### src/rtl/seven_seg_scanner.sv
// Multiplexed seven-segment digit scanner with double-buffered frame commit.
// Define SEG_LZ_SUPPRESS_EN to blank leading zero digits.
module seven_seg_scanner #(
  parameter int         NUM_DIGITS = 8,
  parameter int         PRESCALE   = 50000,
  parameter logic [3:0] BLANK_CODE = 4'hA
) (
  input  logic                    clk,
  input  logic                    reset,
  input  logic [4*NUM_DIGITS-1:0] digits_in,
  input  logic [NUM_DIGITS-1:0]   blank_mask,
  input  logic                    update,
  output logic [3:0]              data_out,
  output logic [NUM_DIGITS-1:0]   display_column,
  output logic                    frame_done
);

  localparam int IW = $clog2(NUM_DIGITS);
  localparam int CW = $clog2(PRESCALE);
  localparam logic [IW-1:0] LAST = IW'(NUM_DIGITS - 1);
  localparam logic [CW-1:0] CMAX = CW'(PRESCALE - 1);

  typedef enum logic [1:0] {
    IDLE,
    SCAN,
    GAP
  } state_t;

  state_t                  r_state;
  logic [IW-1:0]           r_idx;
  logic [CW-1:0]           r_cnt;
  logic                    r_pending;
  logic [4*NUM_DIGITS-1:0] r_shd_dig;
  logic [4*NUM_DIGITS-1:0] r_act_dig;
  logic [NUM_DIGITS-1:0]   r_shd_mask;
  logic [NUM_DIGITS-1:0]   r_act_mask;

  logic                    w_tick;
  logic                    w_commit;
  logic [NUM_DIGITS-1:0]   w_blank;
  logic [3:0]              w_code;

  assign w_tick   = (r_state != GAP) && (r_cnt == CMAX);
  assign w_commit = (r_state == GAP) && (r_idx == LAST);

  always_ff @(posedge clk or posedge reset) begin
    if (reset) begin
      r_state    <= IDLE;
      r_idx      <= '0;
      r_cnt      <= '0;
      r_pending  <= 1'b0;
      r_shd_dig  <= '0;
      r_act_dig  <= '0;
      r_shd_mask <= '1;
      r_act_mask <= '1;
    end else begin
      case (r_state)
        IDLE: begin
          if (w_tick) begin
            r_state <= SCAN;
            r_idx   <= '0;
          end
        end
        SCAN: begin
          if (w_tick) r_state <= GAP;
        end
        GAP: begin
          r_state <= SCAN;
          r_idx   <= (r_idx == LAST) ? '0 : r_idx + 1'b1;
        end
        default: r_state <= IDLE;
      endcase

      if (r_state == GAP || w_tick) r_cnt <= '0;
      else                          r_cnt <= r_cnt + 1'b1;

      // Commit reads the pre-edge shadow; a same-edge capture stays pending.
      if (w_commit && r_pending) begin
        r_act_dig  <= r_shd_dig;
        r_act_mask <= r_shd_mask;
        r_pending  <= 1'b0;
      end
      if (update) begin
        r_shd_dig  <= digits_in;
        r_shd_mask <= blank_mask;
        r_pending  <= 1'b1;
      end
    end
  end

`ifdef SEG_LZ_SUPPRESS_EN
  logic                  w_run;
  logic [NUM_DIGITS-1:0] w_lz;

  // Walk down from the top digit; a nonzero or masked digit ends the run.
  always_comb begin
    w_run = 1'b1;
    w_lz  = '0;
    for (int k = NUM_DIGITS - 1; k > 0; k--) begin
      w_run   = w_run & (r_act_dig[4*k +: 4] == 4'h0) & ~r_act_mask[k];
      w_lz[k] = w_run;
    end
  end

  assign w_blank = r_act_mask | w_lz;
`else
  assign w_blank = r_act_mask;
`endif

  assign w_code = w_blank[r_idx] ? BLANK_CODE
                                 : r_act_dig[{r_idx, 2'b00} +: 4];

  always_comb begin
    display_column = '1;
    data_out       = BLANK_CODE;
    if (r_state == SCAN) begin
      display_column[r_idx] = 1'b0;
      data_out              = w_code;
    end
  end

  assign frame_done = w_commit;

endmodule

### config.mk
export PLATFORM = sky130hd
export DESIGN_NAME = seven_seg_scanner
export DESIGN_NICKNAME = d
export VERILOG_FILES = /design/src/rtl/seven_seg_scanner.sv
export SDC_FILE = /design/constraint.sdc
export NUM_CORES = 1
export LEC_CHECK = 0
export ABC_AREA = 1
export CORE_MARGIN = 4
export CORE_UTILIZATION = 35
export DETAILED_ROUTE_END_ITERATION = 10
export PLACE_DENSITY = 0.56
export SYNTH_ARGS = -nofsm -noshare
export SYNTH_HDL_FRONTEND = slang
export SYNTH_SLANG_ARGS = --single-unit
### constraint.sdc
create_clock -name clk -period 4.8 [get_ports clk]
set_input_delay 0.96 -clock clk [delete_from_list [all_inputs] [get_ports clk]]
set_output_delay 0.96 -clock clk [all_outputs]
set_load 0.01 [all_outputs]
## After elaboration in Yosys (flattened, before gate mapping)

Index checks and enable logic that the tools add are counted.
Widths: inputs -> output; s select.

| storage, ports and cells | value |
|---|---|
| bits in registers | 102 |
| bits of input ports | 43 |
| output and inout port bits | 13 |
| word-level logic and storage cells | 47 |

| cells by class | value |
|---|---|
| add/sub/neg operators | 2 |
| magnitude comparators | 2 |
| equal/unequal tests | 7 |
| shift operators | 1 |
| muxes and demuxes | 16 |
| bitwise operators | 1 |
| reduce and logical (&&, ||, !) cells | 10 |

Operator list:

| kind | number |
|---|---|
| $shiftx 32x6->4 | 1 |
| $add 16x1->16 const B | 1 |
| $eq 16x16->1 const B | 1 |
| $mux 16 | 1 |
| $mux 4 | 2 |
| $mux 8 | 1 |
| $not 8->8 | 1 |
| $mux 3 | 2 |
| $ne 2x2->1 const B | 3 |
| $pmux 2 s3 | 1 |
| $pmux 3 s2 | 1 |
| $logic_and 1x1->1 | 4 |
| $lt 3x4->1 const B | 1 |
| $mux 1 | 4 |
| $mux 2 | 2 |
| $reduce_and 2->1 | 2 |
| $reduce_bool 2->1 | 2 |
| $add 3x1->3 const B | 1 |
| $bmux 1 s3 | 1 |
| $demux 1 s3 | 1 |
| $eq 3x3->1 const B | 1 |
| $ge 3x1->1 const B | 1 |
| $eq 2x1->1 const B | 1 |
| $eq 2x2->1 const B | 1 |
| 2 further kinds | 2 |

## Depth between registers and ports, before layout

| depth | value |
|---|---|
| word-level depth | 6 |
| depth in mapped cells | 9 |
| gate-level depth less buffers | 9 |

## Least setup slack after synthesis

No wires, ideal clock.

| path | value |
|---|---|
| path kind | register to output |
| from | register r_idx[0] |
| to | output port data_out[0] |
| arrival time | 1161 ps |
| required time | 3840 ps |
| path slack | 2679 ps |
| stages on the path, launching flop included | 7 |
| buffers on the path | 1 |
| cell sequence | dfrtp_1 -> buf_2 -> nor2_1 -> nand2_1 -> nor2_1 -> nor2_1 -> nor2_1 |

| between the ends | value |
|---|---|
| word-level cells in the longest chain between the ends | 4 |
| elaborated cells between the ends (all ways) | 5 |
| classes of those cells | 1 x shift; 4 x mux |

RTL lines:

| item | line | source |
|---|---|---|
| from (decl) | 30 | `logic [IW-1:0] r_idx;` |
| from (signal assigned) | 69 | `r_idx <= (r_idx == LAST) ? '0 : r_idx + 1'b1;` |
| branches (longest 2 deep; another with $shiftx 32x6->4) | n/a |  |
| $mux 4 (*) | 110 | `assign w_code = w_blank[r_idx] ? BLANK_CODE` |
| $mux 4 (*) | 116 | `if (r_state == SCAN) begin` |
| to (decl) | 13 | `output logic [3:0] data_out,` |

Mark *: on every way between the ends. The select of a mux whose other input is x is not followed.

## Worst setup path after layout

| path | value |
|---|---|
| from | register r_idx[0] |
| to | output port data_out[2] |

The elaborated chain is that of the path after synthesis.

==> metrics.txt <==
# TYPE chip_impl_metric gauge
chip_impl_info{name="outcome",value="completed"} 1
chip_impl_metric{name="worst_clock_skew",unit="ns"} 0.00777
chip_impl_metric{name="timing.fmax",unit="MHz"} 253
chip_impl_metric{name="boundaryPins",unit=""} 56
chip_impl_metric{name="critical_path_arrival",unit="ns"} 2.99
chip_impl_metric{name="cts_max_level",unit=""} 3
chip_impl_metric{name="wl_per_cell",unit="um"} 12.3
chip_impl_info{name="synthDominantAreaCellType",value="sky130_fd_sc_hd__dfrtp_1"} 1
chip_impl_metric{name="report.final.slew_viol_count",unit=""} 0
chip_impl_metric{name="worst_ep_required_time",unit="ns"} 3.84
chip_impl_info{name="top_library_cells_by_usage_in_the_layout_fill_and_taps_aside",value="sky130_fd_sc_hd__nand2_1, sky130_fd_sc_hd__o21ai_0, sky130_fd_sc_hd__dfrtp_1"} 1
chip_impl_metric{name="globalRoute.totalOverflow",unit=""} 0
chip_impl_metric{name="area_of_combinational_cells_with_multiple_inputs",unit="um2"} 1630
chip_impl_metric{name="final_hold_viol_count",unit=""} 0
chip_impl_metric{name="postCtsHoldBufs",unit=""} 0
chip_impl_metric{name="drt-vias-per-instance",unit=""} 4.60
chip_impl_metric{name="dpl_cell_area",unit="um2"} 5250
chip_impl_info{name="cts-root-buf",value="sky130_fd_sc_hd__clkbuf_16"} 1
chip_impl_metric{name="drc_errors_left",unit=""} 0
chip_impl_metric{name="cts_num_sinks",unit=""} 102
chip_impl_metric{name="drive_gt1_frac",unit=""} 0.0825
chip_impl_metric{name="synth_enable_flop_cells",unit=""} 0
chip_impl_metric{name="globalRouteTotalUtil",unit=""} 0.142
chip_impl_metric{name="cts_repair_resize_count",unit=""} 0
chip_impl_metric{name="period_needed",unit="ns"} 3.95
chip_impl_metric{name="dp_hpwl",unit="um"} 6940
chip_impl_metric{name="final_min_period_over_clock_period",unit=""} 0.823
chip_impl_metric{name="synth.lib_cells_used.distinct",unit=""} 29
chip_impl_metric{name="max-slew-margin-rel",unit=""} 0.276
chip_impl_metric{name="chipWidth",unit="um"} 122
chip_impl_metric{name="die_area",unit="um2"} 14900
chip_impl_metric{name="post_cts_buffers",unit=""} 0
chip_impl_metric{name="non_filler_instance_count_after_layout",unit=""} 778
chip_impl_metric{name="n_antenna_cell",unit=""} 0
chip_impl_metric{name="first_iter_violations",unit=""} 225
chip_impl_metric{name="synthesis.area",unit="um2"} 4560
chip_impl_metric{name="dp_cells",unit=""} 762
chip_impl_metric{name="clk-insertion-delay-late",unit="ns"} 0.34
chip_impl_metric{name="vias_post_dr",unit=""} 3579
chip_impl_info{name="critical_path.endpoint_type",value="primary output"} 1
chip_impl_info{name="cells_taking_the_most_area_after_synthesis",value="sky130_fd_sc_hd__dfrtp_1, sky130_fd_sc_hd__nand2_1, sky130_fd_sc_hd__o21ai_0"} 1
chip_impl_metric{name="vdd_ir_drop_max",unit="mV"} 0.175
chip_impl_metric{name="placement_rows",unit=""} 41
chip_impl_metric{name="ys.warnings.count",unit=""} 0
chip_impl_metric{name="synth_largest_type_area_fraction",unit=""} 0.472
chip_impl_metric{name="wirelength",unit="um"} 9590
chip_impl_metric{name="area_growth_syn_to_layout",unit="%"} 22.2
chip_impl_metric{name="setup_violations",unit=""} 0
chip_impl_metric{name="worst-slew-pin-transition",unit="ns"} 1.09
chip_impl_metric{name="synth_area_per_cell",unit="um2"} 8.24
chip_impl_metric{name="synth_nets",unit=""} 599
chip_impl_info{name="criticalPathCategory",value="reg2out"} 1
chip_impl_metric{name="cellPowerDensity",unit="nW/um2"} 320
chip_impl_metric{name="layout.cell_area.non_filler",unit="um2"} 5570
chip_impl_metric{name="p_leak",unit="nW"} 2.54
chip_impl_metric{name="postSynthCellCount",unit=""} 553
chip_impl_metric{name="ant_nets",unit=""} 0
chip_impl_metric{name="totalNegativeSetupSlack",unit="ns"} 0
chip_impl_metric{name="ys_async_sr_fraction",unit=""} 1.00
chip_impl_metric{name="layout.filler_cells",unit=""} 1312
chip_impl_metric{name="first_drt_pass_iteration_count",unit=""} 4
chip_impl_metric{name="grt_antenna_before_repair",unit=""} 0
chip_impl_metric{name="i_o_buffers",unit=""} 55
chip_impl_metric{name="initial_utilization",unit=""} 0.360
chip_impl_info{name="yosys_most_used_dff",value="sky130_fd_sc_hd__dfrtp_1"} 1
chip_impl_metric{name="first_pass_grt_wire_length",unit="um"} 17000
chip_impl_metric{name="chipHeight",unit="um"} 122
chip_impl_metric{name="placement.setup.worst_slack",unit="ns"} 1.32
chip_impl_metric{name="area.sequential",unit="um2"} 2570
chip_impl_info{name="critical_path.startpoint_type",value="flip-flop"} 1
chip_impl_info{name="min_path_type",value="reg2reg"} 1
chip_impl_metric{name="grt_pass1_vias",unit=""} 3670
chip_impl_info{name="layout_commonest_cell",value="sky130_fd_sc_hd__nand2_1"} 1
chip_impl_metric{name="worst-path-max-fanout",unit=""} 21
chip_impl_metric{name="clkTransAtPathRegs",unit="ns"} 0.07
chip_impl_metric{name="globalplace.congestion",unit=""} 0.929
chip_impl_info{name="unrepaired_setup_endpoints_after_global_routing",value="false"} 1
chip_impl_metric{name="cts-buffers-inserted",unit=""} 9
chip_impl_info{name="cts_tree",value="built"} 1
chip_impl_metric{name="design.final.nets",unit=""} 647
chip_impl_metric{name="synth.yosys.seq_area_share",unit=""} 0.565
chip_impl_metric{name="grt_max_degree",unit=""} 82
chip_impl_metric{name="max-clock-path-buffers",unit=""} 2
chip_impl_metric{name="final.setup.worst_slack",unit="ns"} 0.851
chip_impl_metric{name="floorplan.core_area",unit="um2"} 12700
chip_impl_metric{name="cap_viol_max_count",unit=""} 0
chip_impl_metric{name="yosys_register_bits",unit=""} 102
-- report_power, final --
group	total [mW]	switching (mW)	internal (mW)	leakage, nW
Sequential	0.901	0.00730	0.894	1.29
Clock	0.781	0.318	0.463	0.157
Combinational	0.0986	0.0543	0.0443	1.09
-- per-stage QoR --
step	power, mW	hold slack, ns	util
2_1_floorplan	0.966	0.430	-
3_3_place_gp	1.02	0.452	0.414
3_5_place_dp	1.02	0.456	0.414
4_1_cts	1.81	0.465	0.440
5_1_grt	1.86	0.481	0.440
6_report	1.78	0.462	0.440
-- path summary, 6_finish.rpt --
path / from / slack (ns) / cells past startpoint / to
setup reg to reg: r_idx[0] / 2.60 / 7 / r_act_dig[27]
min in group asynchronous: reset / 1.11 / 2 / r_cnt[1]
setup / recovery: r_idx[0] / 0.85 / 7 / data_out[2]
max in group asynchronous: reset / 2.85 / 3 / r_act_mask[5]
hold / removal: r_cnt[0] / 0.46 / 1 / r_cnt[0]
hold reg to reg: r_cnt[0] / 0.46 / 1 / r_cnt[0]
-- registers in the layout, summed over array words and instances, names as in the netlist --
signal      cells
r_cnt          16
r_state         2
r_pending       1
r_shd_mask      8
r_shd_dig      32
r_idx           3
r_act_dig      32
r_act_mask      8
-- synthesized netlist by cell type, types with 2 or more instances --
master	number
sky130_fd_sc_hd__buf_2	9
sky130_fd_sc_hd__clkbuf_1	11
sky130_fd_sc_hd__dfrtp_1	86
sky130_fd_sc_hd__dfstp_2	16
sky130_fd_sc_hd__ha_1	3
sky130_fd_sc_hd__inv_1	64
sky130_fd_sc_hd__inv_2	4
sky130_fd_sc_hd__nand2_1	147
sky130_fd_sc_hd__nand2_2	4
sky130_fd_sc_hd__nand3_1	11
sky130_fd_sc_hd__nand4_1	6
sky130_fd_sc_hd__nor2_1	64
sky130_fd_sc_hd__nor2_2	2
sky130_fd_sc_hd__nor2_4	2
sky130_fd_sc_hd__nor3_1	5
sky130_fd_sc_hd__o211ai_1	2
sky130_fd_sc_hd__o21ai_0	88
sky130_fd_sc_hd__o21ai_1	16
sky130_fd_sc_hd__xor2_1	3
-- cells by family after synthesis --
group / synth area share
fa+ha+maj: 0.00824
buf+inv: 0.0774
xor+xnor: 0.00577
compound gates: 0.123
simple gates: 0.221
flops: 0.565
-- critical path, stage by stage, from the launching register on --
cell	delay (ns)
sky130_fd_sc_hd__dfrtp_1	0.72
sky130_fd_sc_hd__inv_1	0.38
sky130_fd_sc_hd__nor2_1	0.42
sky130_fd_sc_hd__nand2_1	0.11
sky130_fd_sc_hd__nor2_1	0.18
sky130_fd_sc_hd__nor2_1	0.09
sky130_fd_sc_hd__nor2_1	0.18
sky130_fd_sc_hd__clkdlybuf4s50_1	0.58
-- routing by layer --
layer	track usage	vias to the layer above	routed length [um]
met1	0.188	1665	4580
met5	0	-	0
met4	0.0448	0	158
met3	0.0339	13	319
met2	0.232	63	4540
li1	-	1838	-
-- cell type report --
| type | count | share of cell area |
|---|---|---|
| clock inverter | 6 | 0.0171 |
| tap | 172 | 0.0386 |
| timing repair buffer | 58 | 0.102 |
| sequential | 102 | 0.462 |
| inverter | 68 | 0.0463 |
| clock buffer | 10 | 0.0411 |
| multi-input combinational | 362 | 0.293 |
No activity file was read; power rests on OpenSTA's default activity.
